**src/rtl/cacheline_adaptor_pkg.sv**
```systemverilog
// Shared cache-side types: line/burst containers, adaptor FSM states and beat count.
package cache_types;

  localparam int CACHELINE_BITS = 256;
  localparam int BURST_BITS     = 64;
  localparam int BEATS          = CACHELINE_BITS / BURST_BITS;

  typedef logic [CACHELINE_BITS-1:0] cacheline_t;
  typedef logic [BURST_BITS-1:0]     burst_t;

  typedef enum logic [1:0] {
    IDLE  = 2'd0,
    READ  = 2'd1,
    WRITE = 2'd2,
    DONE  = 2'd3
  } adaptor_state_t;

  // True when n is a positive power of two.
  function automatic logic is_pow2(input int n);
    return (n > 0) && ((n & (n - 1)) == 0);
  endfunction

endpackage

```
**src/rtl/cacheline_adaptor.sv**
```systemverilog
// Cacheline adaptor: turns one full-line cache read/write into a BEATS-long
// burst on the physical memory port. One transaction in flight at a time.
module cacheline_adaptor
  import cache_types::*;
#(
  parameter int LINE_WIDTH  = 256,
  parameter int BURST_WIDTH = 64,
  parameter int ADDR_WIDTH  = 32
) (
  input  logic                   clk,
  input  logic                   rst,
  // cache side
  input  logic [ADDR_WIDTH-1:0]  address_i,
  input  logic                   read_i,
  input  logic                   write_i,
  input  logic [LINE_WIDTH-1:0]  line_i,
  output logic [LINE_WIDTH-1:0]  line_o,
  output logic                   resp_o,
  // pmem side
  output logic [ADDR_WIDTH-1:0]  address_o,
  output logic                   read_o,
  output logic                   write_o,
  output logic [BURST_WIDTH-1:0] burst_o,
  input  logic [BURST_WIDTH-1:0] burst_i,
  input  logic                   resp_i
);

  localparam int NUM_BEATS  = LINE_WIDTH / BURST_WIDTH;
  localparam int CNT_W      = (NUM_BEATS > 1) ? $clog2(NUM_BEATS) : 1;
  localparam int LINE_BYTES = LINE_WIDTH / 8;

  // Clearing the low address bits gives the line-aligned pmem address.
  localparam logic [ADDR_WIDTH-1:0] ALIGN_MASK = ~(ADDR_WIDTH'(LINE_BYTES - 1));
  localparam logic [CNT_W-1:0]      LAST_BEAT  = CNT_W'(NUM_BEATS - 1);
  localparam logic [CNT_W-1:0]      CNT_ONE    = CNT_W'(1);

  // The counter wraps naturally only when the beat count is a power of two.
  if (!is_pow2(NUM_BEATS) || (NUM_BEATS < 2) ||
      (NUM_BEATS * BURST_WIDTH != LINE_WIDTH)) begin : g_bad_geometry
    $error("cacheline_adaptor: LINE_WIDTH/BURST_WIDTH must be a power of two >= 2");
  end

  adaptor_state_t          state_q, state_d;
  logic [CNT_W-1:0]        cnt_q, cnt_d;
  logic [LINE_WIDTH-1:0]   line_q, line_d;
  logic [ADDR_WIDTH-1:0]   addr_q, addr_d;

  // State, beat counter, line buffer and address register; reset clears all of them.
  always_ff @(posedge clk or posedge rst) begin
    if (rst) begin
      state_q <= IDLE;
      cnt_q   <= '0;
      line_q  <= '0;
      addr_q  <= '0;
    end else begin
      state_q <= state_d;
      cnt_q   <= cnt_d;
      line_q  <= line_d;
      addr_q  <= addr_d;
    end
  end

  // Next-state logic: capture request in IDLE, count beats on resp_i, one-cycle DONE.
  always_comb begin
    state_d = state_q;
    cnt_d   = cnt_q;
    line_d  = line_q;
    addr_d  = addr_q;
    case (state_q)
      IDLE: begin
        // write has priority over read when both are presented
        if (write_i) begin
          line_d  = line_i;
          addr_d  = address_i & ALIGN_MASK;
          cnt_d   = '0;
          state_d = WRITE;
        end else if (read_i) begin
          addr_d  = address_i & ALIGN_MASK;
          cnt_d   = '0;
          state_d = READ;
        end else begin
          state_d = IDLE;
        end
      end
      READ: begin
        if (resp_i) begin
          line_d[int'(cnt_q)*BURST_WIDTH +: BURST_WIDTH] = burst_i;
          cnt_d = cnt_q + CNT_ONE;
          if (cnt_q == LAST_BEAT) begin
            state_d = DONE;
          end else begin
            state_d = READ;
          end
        end else begin
          state_d = READ;
        end
      end
      WRITE: begin
        if (resp_i) begin
          cnt_d = cnt_q + CNT_ONE;
          if (cnt_q == LAST_BEAT) begin
            state_d = DONE;
          end else begin
            state_d = WRITE;
          end
        end else begin
          state_d = WRITE;
        end
      end
      DONE: begin
        // requests are deliberately not sampled here so a held request cannot restart
        state_d = IDLE;
      end
      default: begin
        state_d = IDLE;
      end
    endcase
  end

  // Outputs decode directly from registered state so reset clears them without a clock.
  assign read_o    = (state_q == READ);
  assign write_o   = (state_q == WRITE);
  assign resp_o    = (state_q == DONE);
  assign address_o = ((state_q == READ) || (state_q == WRITE)) ? addr_q : '0;
  assign burst_o   = (state_q == WRITE) ? line_q[int'(cnt_q)*BURST_WIDTH +: BURST_WIDTH] : '0;
  assign line_o    = line_q;

endmodule

```
**config.mk**
```make
export PLATFORM = sky130hd
export DESIGN_NAME = cacheline_adaptor
export DESIGN_NICKNAME = d
export VERILOG_FILES = /design/src/rtl/cacheline_adaptor_pkg.sv /design/src/rtl/cacheline_adaptor.sv
export SDC_FILE = /design/constraint.sdc
export NUM_CORES = 1
export LEC_CHECK = 0
export CAP_MARGIN = 30
export CELL_PAD_IN_SITES_DETAIL_PLACEMENT = 1
export CELL_PAD_IN_SITES_GLOBAL_PLACEMENT = 2
export CORE_AREA = 2 2 279 281
export CTS_CLUSTER_SIZE = 24
export DETAILED_ROUTE_END_ITERATION = 12
export DIE_AREA = 0 0 281 283
export GPL_ROUTABILITY_DRIVEN = 1
export PLACE_DENSITY_LB_ADDON = 0.3
export SLEW_MARGIN = 20
export SYNTH_ARGS = -nofsm -noshare
export SYNTH_HDL_FRONTEND = slang
export SYNTH_SLANG_ARGS = --single-unit
```
**constraint.sdc**
```tcl
create_clock -name clk -period 10.85 [get_ports clk]
set_clock_uncertainty 0.15 [all_clocks]
set_input_delay 1.085 -clock clk [delete_from_list [all_inputs] [get_ports clk]]
set_output_delay 1.085 -clock clk [all_outputs]
set_load 0.01 [all_outputs]
```
==> results.ini, run 1 <==
[clocking]
clockRootBuffer=clkbuf_16
postCtsHoldBufs=0
post_cts_resized=0
cts_max_level=2
cts_tree=yes
cts_buffer_depth=3
cts_sinks=287
cts_buffers=39
clock_latency_ns=0.56
post_cts_buffers=0
clkTransAtPathRegs_ns=0.07

[yosys]
synth_top_flop_cell=dfrtp_1
synthCells=1452
async_flop_share=1.00
yosysSeqAreaShare=0.419
ys_top_cells_by_area=dfrtp_1 42%, mux2_2 19%, mux4_2 8.4%, o2bb2ai_1 6.5%, a32o_1 3.7%
ys_types=29
synth_area_per_cell_sq_um=11.8
yosys.area.top_type=dfrtp_1
yosys.area.top_type_share=0.419
synth_edf_count=0
synth-seq-cells=287
netlist_area_sq_um=17100
yosysWarningCount=0

[finish]
area_growth_pct=55.5
layout.cells.most_common=clkdlybuf4s50_1
post-route-cell-area_sq_um=26700
fin_cells=3146
drive_above_1_share=0.221
final_cell_mix=701 x clkdlybuf4s50_1, 285 x dfrtp_1, 283 x mux2_2, 128 x o2bb2ai_1, 91 x and2_1
num-fill-cells=8280
post-route-util=0.348
fin_nets=2432

[route]
wl_met3_mm=6.03
drt-met1-wl_mm=36.6
vias=16003
drt_first_iter_violations=1115
ant_nets=0
post-route-drc-count=0
drt-wirelength-per-cell_um=28.8
via_per_inst=5.09
wl_met2_mm=45.8
highest-signal-layer=met5
routed_wl_mm=90.8
dr.pass1.iters=7

[placement]
hpwl_mm=61.0
place_inst=3062
portBuffers=701
pre_cts_ws_ns=6.46
dpl_cell_area_sq_um=25200
finalWeightedCongestion=0.788

[worst_setup_path]
reg2reg_depth=7
worstSetupPathType=reg -> out
worst-path-max-fanout=81
cp.required_ns=9.62
critPathCaptureType=primary output
critPathLaunchType=flop
reg2reg_slack_ns=6.76
arrival_ns=3.70

[power_and_ir_drop]
clkPwrFrac=0.160
p_int_mw=5.21
combPwrFrac=0.581
peakVddDrop_v=0.000136
pwr-share-seq=0.259
p_sw_frac=0.397
p_leak_nw=10.0
netSwitchingPower_mw=3.42
power.density_nw_per_um2=324
power_mw=8.63

[sta]
final.period_utilization=0.455
slew_viol_final=0
rsz0062_at_grt=no
relSlewSlack=0.341
fmax_mhz=202
fin_tns_setup_ns=0
hold_ws_ns=0.351
hold_violations=0
layout_min_cycle_time_ns=4.94
finalSetupViolations=0
setup_slack_ns=5.91
tightest_slew_ns=0.989

[global_routing]
grt_max_degree=115
first_global_vias=17570
grt_usage=0.223
grt_pass1_wl_mm=131
antenna_found_initial=15
grt_overflow=0

[floorplanning]
dieArea_sq_um=79500
core-area_sq_um=76700
num_rows=102
ios=712
die_w_um=281
die_h_um=283
start_util=0.224

[run]
max-cap-violations=0

[hold_path]
hp-class=reg -> reg
holdPathStages=1

[run_status]
status=finished, final reports clean

## Yosys cell counts, drive strengths merged, types with 3 or more instances
library cell  instances
o32ai                64
mux2                283
a21oi                 4
nand3                64
a32o                 64
mux2i                 3
ha                   10
nand4b               64
mux4                 64
nand2b                3
o2bb2ai             128
dfrtp               287
nand2                71
inv                  71
buf                  53
and2                 91
clkbuf              116
## cell type report
| class | count | area (sq um) | area share |
|---|---|---|---|
| multi-input combinational | 929 | 9080 | 0.341 |
| timing repair buffer | 737 | 7430 | 0.279 |
| sequential | 287 | 7190 | 0.270 |
| tap | 1040 | 1300 | 0.0488 |
| clock buffer | 63 | 1240 | 0.0465 |
| inverter | 71 | 279 | 0.0105 |
| clock inverter | 8 | 115 | 0.00432 |
| antenna | 11 | 27.5 | 0.00103 |
## state kept, by name, indices dropped and copies added, names as in the netlist
name and count:
state_q 2, addr_q 27, cnt_q 2, line_o 256
## routing by layer
metal | vias up | track usage
met1 | 8500 | 0.269
met4 | 8 | 0.0691
met5 | - | 0
met3 | 126 | 0.0531
met2 | 582 | 0.387
li1 | 6787 | -
## critical path, stage by stage (launching register included)
cell             delay [ns]
dfrtp_4                1.04
buf_4                  0.86
mux4_2                 0.42
and2_1                 0.17
clkdlybuf4s50_1        0.52
## path summary, 6_finish.rpt
| check | startpoint | end |
|---|---|---|
| max in group asynchronous | rst | cnt_q[1]$_DFFE_PP0P_ |
| worst max-delay path | cnt_q[0]$_DFFE_PP0P_ | burst_o[20] |
| worst min register to register | addr_q[10]$_DFFE_PP0P_ | addr_q[10]$_DFFE_PP0P_ |
| worst max register to register | cnt_q[0]$_DFFE_PP0P_ | line_o[42]$_DFFE_PP0P_ |
| worst min-delay path | addr_q[10]$_DFFE_PP0P_ | addr_q[10]$_DFFE_PP0P_ |
| min in group asynchronous | rst | addr_q[14]$_DFFE_PP0P_ |
## cells by family after synthesis
family                     synth area share
muxes                                 0.272
and+or+nand+nor                       0.103
DFF                                   0.419
AOI/OAI and AO/OA                     0.139
buffers and inverters                0.0593
adders and majority gates           0.00730
other                              0.000219
## power groups by stage
stage / clock (mW) / combinational [mW] / sequential (mW)
3_5_place_dp: 0 / 5.05 / 2.25
5_1_grt: 1.47 / 5.29 / 2.31
2_1_floorplan: 0 / 2.33 / 2.20
3_3_place_gp: 0 / 4.96 / 2.22
6_report: 1.38 / 5.01 / 2.23
4_1_cts: 1.44 / 5.08 / 2.24
No activity file was read; power rests on OpenSTA's default activity.
==> inputs of run 2 (changes only) <==
==> constraint.sdc (replaced) <==
create_clock -name clk -period 4.19 [get_ports clk]
set_clock_uncertainty 0.15 [all_clocks]
set_input_delay 0.419 -clock clk [delete_from_list [all_inputs] [get_ports clk]]
set_output_delay 0.419 -clock clk [all_outputs]
set_load 0.01 [all_outputs]
==> run 2 against run 1 <==
Final cell count up 0.25%. Core utilization up 0.21 points. Die area unchanged. Wire length down 1.3%. Sequential power rose to 2.5 times the previous value. Power rose to 2.6 times the previous value. Critical path depth unchanged. Sequential cell count unchanged. Combinational power rose to 2.6 times the previous value. Sequential share of layout area down 0.16 points. Via count down 0.92%. Largest cell class unchanged.
==> results.ini, run 2 (synthesized netlist as in run 1, its figures left out) <==
[run_status]
status=finished, final reports clean  ; unchanged

[sta]
hold_violations=0  ; unchanged
final.period_utilization=0.811
fmax_mhz=294
setup_slack_ns=0.791  ; was 5.91 ns
relSlewSlack=0.383  ; was 0.341
rsz0062_at_grt=no  ; unchanged
finalSetupViolations=0  ; unchanged
slew_viol_final=0  ; unchanged
tightest_slew_ns=0.926  ; was 0.989 ns
layout_min_cycle_time_ns=3.40

[worst_setup_path]
critPathCaptureType=primary output  ; unchanged
cp.required_ns=3.62  ; was 9.62 ns
crit_start=cnt_q[0]$_DFFE_PP0P_  ; unchanged
worst-path-max-fanout=114  ; was 81
rr_startpoint=state_q[1]$_DFF_PP0_  ; was cnt_q[0]$_DFFE_PP0P_
worstSetupPathType=reg -> out  ; unchanged
arrival_ns=2.83  ; was 3.70 ns
critPathLaunchType=flop  ; unchanged

[finish]
layout.cells.most_common=clkdlybuf4s50_1  ; unchanged
area_growth_pct=56.4  ; was 55.5%
seq_area_sq_um=7190  ; unchanged
fin_nets=2450  ; was 2432
num-fill-cells=8321  ; was 8280
multi_input_area_sq_um=9080  ; unchanged
post-route-util=0.350  ; was 0.348
final_cell_mix=701 x clkdlybuf4s50_1, 285 x dfrtp_1, 283 x mux2_2, 128 x o2bb2ai_1, 91 x and2_1  ; unchanged
drive_above_1_share=0.227  ; was 0.221
largest_reg_flops=256  ; unchanged

[route]
post-route-drc-count=0  ; unchanged
drt_first_iter_violations=769  ; was 1115
drt-wirelength-per-cell_um=28.4  ; was 28.8 um
routed_wl_mm=89.6  ; was 90.8 mm
vias=15855  ; was 16003
via_per_inst=5.03  ; was 5.09
ant_nets=0  ; unchanged
dr.pass1.iters=5  ; was 7

[placement]
pre_cts_ws_ns=1.20  ; was 6.46 ns
portBuffers=701  ; unchanged
finalWeightedCongestion=0.815  ; was 0.788
hpwl_mm=60.6  ; was 61.0 mm

[floorplanning]
dieArea_sq_um=79500  ; unchanged
die_h_um=283  ; unchanged
core-area_sq_um=76700  ; unchanged
ios=712  ; unchanged
die_w_um=281  ; unchanged
num_rows=102  ; unchanged
start_util=0.224  ; unchanged

[clocking]
post_cts_resized=0  ; unchanged
postCtsHoldBufs=0  ; unchanged
clockRootBuffer=clkbuf_16  ; unchanged
clkTransAtPathRegs_ns=0.06  ; was 0.07 ns
cts_buffers=41  ; was 39
post_cts_buffers=0  ; unchanged
cts_sinks=287  ; unchanged
clock_latency_ns=0.56  ; about the same
cts_tree=yes  ; unchanged
cts_max_level=2  ; unchanged
cts_buffer_depth=3  ; unchanged

[power_and_ir_drop]
power.density_nw_per_um2=833  ; was 324 nW/um^2
peakVddDrop_v=0.000551  ; was 0.000136 V
power_mw=22.4  ; was 8.63 mW
p_leak_nw=10.1  ; was 10.0 nW

[run]
max-cap-violations=0  ; unchanged

[global_routing]
grt_overflow=0  ; unchanged
grt_max_degree=115  ; unchanged
grt_pass1_wl_mm=129  ; was 131 mm
first_global_vias=17303  ; was 17570
grt_usage=0.220  ; was 0.223
antenna_found_initial=7  ; was 15

[hold_path]
hp-class=in -> async  ; was reg -> reg

run 2: report_power, final:
group          switching, mW  leakage (nW)  internal, mW
clock                   1.37         0.679          2.28
sequential              1.39          3.41          4.24
combinational           6.01          5.99          7.06
run 2: layout make-up:
class | instances | area share
repair buffers | 753 | 0.282
multi-input cells | 929 | 0.339
flip-flops and latches | 287 | 0.268
clock buffers | 60 | 0.0462
inverters | 71 | 0.0103
diodes | 6 | 0.000560
clock inverters | 8 | 0.00546
well taps | 1040 | 0.0485
run 2: per-stage QoR:
stage	area [sq um]	hold WS, ns	instances	setup TNS [ns]
finish	26800	0.101	3154	0
global route	26800	0.104	3153	0
CTS	26800	0.0817	3146	0
detailed placement	25400	0.336	3078	0
global placement	25400	0.330	3077	0
floorplan	17200	0.321	1456	-52.87
run 2: critical path, cell delays in order, from the launching register on:
cell and delay (ns):
dfrtp_4 0.57, buf_12 0.41, mux4_2 0.39, and2_1 0.16, clkdlybuf4s50_1 0.55
run 2: final timing paths:
kind	to	slack (ns)	cells past startpoint
max	burst_o[28]	0.79	4
min	addr_q[11]$_DFFE_PP0P_	0.10	2
max reg2reg	line_o[176]$_DFFE_PP0P_	1.31	7
min reg2reg	addr_q[20]$_DFFE_PP0P_	0.35	1
max in group asynchronous	line_o[159]$_DFFE_PP0P_	2.83	4
min in group clk	addr_q[20]$_DFFE_PP0P_	0.32	2
run 2: layer usage:
metal | part of all wire | track usage
met1 | 0.41 | 0.271
met2 | 0.51 | 0.384
met3 | 0.064 | 0.0525
met4 | 0.018 | 0.0511
met5 | 0.00027 | 0
==> inputs of run 3 (changes only) <==
==> constraint.sdc (replaced) <==
create_clock -name clk -period 3.5 [get_ports clk]
set_clock_uncertainty 0.15 [all_clocks]
set_input_delay 0.35 -clock clk [delete_from_list [all_inputs] [get_ports clk]]
set_output_delay 0.35 -clock clk [all_outputs]
set_load 0.01 [all_outputs]
==> run 3 against run 2 <==
Sequential share of layout area about the same. Worst hold slack improved by 0.053 ns. Non-clock buffer count increased by 7. Critical path depth unchanged. Sequential power increased by 20%. Combinational power increased by 21%. Critical path type unchanged. Largest power group unchanged.
==> results.ini, run 3 (synthesized netlist as in run 1, its figures left out) <==
[clocking]
cts_tree=yes  ; unchanged
cts_sinks=287  ; unchanged
post_cts_buffers=0  ; unchanged
cts_max_level=2  ; unchanged
cts_buffer_depth=3  ; unchanged
cts_buffers=39  ; was 41
post_cts_resized=0  ; unchanged
postCtsHoldBufs=0  ; unchanged
clock_latency_ns=0.55  ; was 0.56 ns
clkTransAtPathRegs_ns=0.06  ; about the same
clockRootBuffer=clkbuf_16  ; unchanged

[sta]
layout_min_cycle_time_ns=3.33
final.period_utilization=0.952
hold_violations=0  ; unchanged
setup_slack_ns=0.167  ; was 0.791 ns
fmax_mhz=300
tightest_slew_ns=0.913  ; was 0.926 ns
fin_tns_setup_ns=0  ; unchanged
slew_viol_final=0  ; unchanged
finalSetupViolations=0  ; unchanged
rsz0062_at_grt=no  ; unchanged
relSlewSlack=0.374  ; was 0.383

[route]
routed_wl_mm=89.6  ; about the same
drt_first_iter_violations=877  ; was 769
vias=16010  ; was 15855
post-route-drc-count=0  ; unchanged
drt-wirelength-per-cell_um=28.3  ; was 28.4 um
dr.pass1.iters=5  ; unchanged
via_per_inst=5.06  ; was 5.03
ant_nets=0  ; unchanged

[worst_setup_path]
crit_slowest_cell=dfrtp_4  ; unchanged
crit_start=cnt_q[1]$_DFFE_PP0P_  ; was cnt_q[0]$_DFFE_PP0P_
cp.required_ns=3.00  ; was 3.62 ns
critPathLaunchType=flop  ; unchanged
crit_chain=buf_12, mux4_2, and2_1, clkdlybuf4s50_1  ; unchanged
critPathCaptureType=primary output  ; unchanged
arrival_ns=2.83  ; about the same
worstSetupPathType=reg -> out  ; unchanged
rr_startpoint=state_q[1]$_DFF_PP0_  ; unchanged
cpPeakStageDelay_ns=0.59  ; was 0.57 ns
worst-path-max-fanout=38  ; was 114

[finish]
fin_nets=2455  ; was 2450
fin_cells=3166  ; was 3154
area_growth_pct=56.5  ; was 56.4%
largest_reg_flops=256  ; unchanged
num-fill-cells=8368  ; was 8321
final_cell_mix=701 x clkdlybuf4s50_1, 285 x dfrtp_1, 283 x mux2_2, 128 x o2bb2ai_1, 91 x and2_1  ; unchanged
drive_above_1_share=0.227  ; about the same
layout.cells.most_common=clkdlybuf4s50_1  ; unchanged

[floorplanning]
dieArea_sq_um=79500  ; unchanged
die_h_um=283  ; unchanged
core-area_sq_um=76700  ; unchanged
start_util=0.224  ; unchanged
die_w_um=281  ; unchanged
num_rows=102  ; unchanged
ios=712  ; unchanged

[global_routing]
grt_pass1_wl_mm=129  ; about the same
grt_max_degree=83  ; was 115
antenna_found_initial=19  ; was 7
first_global_vias=17440  ; was 17303
grt_overflow=0  ; unchanged
grt_usage=0.220  ; about the same

[run_status]
status=finished, final reports clean  ; unchanged

[hold_path]
hp-class=in -> async  ; unchanged

[placement]
hpwl_mm=61.8  ; was 60.6 mm
pre_cts_ws_ns=0.497  ; was 1.20 ns
place_inst=3087  ; was 3078
portBuffers=701  ; unchanged
finalWeightedCongestion=0.806  ; was 0.815

[power_and_ir_drop]
p_leak_nw=10.1  ; about the same
peakVddDrop_v=0.000460  ; was 0.000551 V
power.density_nw_per_um2=990  ; was 833 nW/um^2

[run]
max-cap-violations=0  ; unchanged

-- run 3: path summary, 6_finish.rpt --
check / to / slack, ns / depth (start not counted)
worst min-delay path: line_o[121]$_DFFE_PP0P_ / 0.15 / 2
min in group clk: addr_q[9]$_DFFE_PP0P_ / 0.26 / 2
worst max-delay path: burst_o[39] / 0.17 / 4
worst max register to register: line_o[70]$_DFFE_PP0P_ / 0.52 / 6
max in group asynchronous: line_o[15]$_DFFE_PP0P_ / 2.16 / 3
worst min register to register: addr_q[29]$_DFFE_PP0P_ / 0.35 / 1
-- run 3: area by class of cell --
cell class | instances | area [sq um] | area share
multi-input combinational | 929 | 9080 | 0.339
tap | 1040 | 1300 | 0.0485
sequential | 287 | 7190 | 0.268
clock buffer | 62 | 1190 | 0.0445
antenna | 13 | 32.5 | 0.00121
inverter | 71 | 275 | 0.0103
clock inverter | 4 | 47.5 | 0.00177
timing repair buffer | 760 | 7700 | 0.287
-- run 3: worst max-delay path: cells and delay by family (launching register included) --
family                 cells  cell delay [ns]
buffers and inverters      2             0.88
AND/OR/NAND/NOR            1             0.17
flip-flops                 1             0.59
multiplexers               1             0.55
-- run 3: routing by layer --
metal	vias to the layer above	GRT usage	part of all wire
met4	12	0.0709	0.027
met5	-	0	0.00076
li1	6815	-	-
met3	133	0.0535	0.070
met1	8408	0.268	0.40
met2	642	0.381	0.50
-- run 3: power breakdown --
group,internal (mW),switching (mW)
Clock,2.39,1.60
Combinational,8.61,7.22
Sequential,5.08,1.66
Total,16.1,10.5
-- run 3: per-stage QoR --
| step | util | total power [mW] | instance area (sq um) | hold WS, ns |
|---|---|---|---|---|
| floorplan | - | 14.0 | 17200 | 0.317 |
| global placement | 0.333 | 22.5 | 25500 | 0.329 |
| detailed placement | 0.333 | 22.7 | 25600 | 0.336 |
| CTS | 0.349 | 26.9 | 26800 | 0.130 |
| global route | 0.350 | 28.0 | 26800 | 0.157 |
| finish | 0.350 | 26.6 | 26800 | 0.154 |
==> edit: new RTL, config.mk and constraints of run 2 <==
`BURST_WIDTH`: 64 -> 128.
--- a/src/rtl/cacheline_adaptor.sv
+++ b/src/rtl/cacheline_adaptor.sv
@@ -5,5 +5,5 @@
 #(
   parameter int LINE_WIDTH  = 256,
-  parameter int BURST_WIDTH = 64,
+  parameter int BURST_WIDTH = 128,
   parameter int ADDR_WIDTH  = 32
 ) (
Interface: changed (resized burst_i and burst_o); port bits go from 712 to 840. The function was not compared with the original's and may differ.
==> edit against run 2 <==
- sequential cell count down 1
- setup slack lost 0.18 ns
- design area rose by 3.2%
- total power rose by 5.5%
- routed wire length is 6.1% lower
- via count is 0.53% lower
- clock power shrank 6.3%
- synthesized area is 1.0% higher
==> edit: results (changes against run 2) <==
nets@finish: 2974 (+21%)
layout cells sized above 1: 4.82% (-18 points)
Pre-Repair DR Iteration Count: 4 (-1)
r2r worst-path depth: 6 (-1)
gpl congestion: 0.858 (+5.3%)
Distinct cells, synth: 31 (+6.9%)
Mean Syn Cell Area: 9.79 um2 (-17%)
CP peak stage delay: 0.62 ns (+0.05 ns)
Slew HR: 40.8% (+2.6 points)
DP Area: 0.0263 mm2 (+3.7%)
fin cells: 3625 (+15%)
overall routing resource usage: 20.5% (-1.4 points)
final worst-path cycle share: 85.4% (+4.3 points)
VDD IR max: 0.000797 V (+45%)
CP max-delay cell: clkdlybuf4s50_1
dpl ws: 1.10 ns (-0.0939 ns)
DP HPWL: 61900 um (+2.2%)
final WL: 84100 um (-6.1%)
CP Data Arrival Time: 3.01 ns (+0.18 ns)
Synth top cells by count: mux2i_1 (383), nor2b_1 (371), dfrtp_1 (286)
initial antenna violation count: 16 (+9)
synth top area cells: dfrtp_1 (41%), mux2i_1 (22%), nor2b_1 (13%)
leakage power: 11.9 nW (+18%)
# port buffers: 829 (+18%)
status: finished clean
cts repair resizes: 0 (unchanged)
vias in the first global route: 17.4k (+0.60%)
first-pass GRT wire length: 122000 um (-5.6%)
CTS root buf: clkbuf_16
worst skew pair latency: 0.54 ns (-0.02 ns)
Initial DRC Count: 422 (-45%)
placed insts: 3545 (+15%)
worst-path maximum fanout: 30 (-74%)
largest net degree at the start of global routing: 128 (+11%)
CTS buffer count: 40 (-2.4%)
sequential area share after synthesis: 41.3% (-0.57 points)
via count: 15.8k (-0.53%)
## edit: cell families (layout without fill, tap and decap cells)
| group | Yosys count | in the layout | synth area share (%) |
|---|---|---|---|
| AND/OR/NAND/NOR | 421 | 421 | 15.4 |
| multiplexers | 412 | 412 | 24.0 |
| buffers and inverters | 383 | 1182 | 11.2 |
| flip-flops | 286 | 286 | 41.3 |
| AO/OA/AOI/OAI | 262 | 262 | 7.66 |
| adder cells (fa/ha/maj) | 5 | 5 | 0.361 |
| other | 1 | 17 | 0.0216 |
## edit: final cells by class
cell class | count | area (um2)
Timing Repair Buffer | 856 | 8660
Inverter | 259 | 976
Antenna cell | 12 | 30.0
Clock buffer | 56 | 1170
Multi-Input combinational cell | 1105 | 8270
Fill cell | 8632 | 49000
Clock inverter | 11 | 113
Sequential cell | 286 | 7160
Tap cell | 1040 | 1300
## edit: final timing paths
| check | from | endpoint | slack, ns |
|---|---|---|---|
| max in group asynchronous | rst | line_o[202]$_DFFE_PP0P_ | 2.75 |
| min | rst | line_o[243]$_DFFE_PP0P_ | 0.27 |
| min reg2reg | addr_q[19]$_DFFE_PP0P_ | addr_q[19]$_DFFE_PP0P_ | 0.34 |
| min in group clk | address_i[5] | addr_q[5]$_DFFE_PP0P_ | 0.33 |
| max reg2reg | state_q[1]$_DFF_PP0_ | line_o[178]$_DFFE_PP0P_ | 1.18 |
| max | state_q[0]$_DFF_PP0_ | burst_o[127] | 0.61 |
## edit: where the power goes
part	switching [mW]	internal, mW	leakage, nW
Clock	1.36	2.06	0.641
Sequential	1.37	4.28	3.35
Combinational	7.09	7.42	7.93
## edit: metal layers
metal,track usage (%),routed length (um)
met1,22.4,31800
met2,37.3,43100
met3,6.92,6850
met4,5.94,2280
met5,0,69
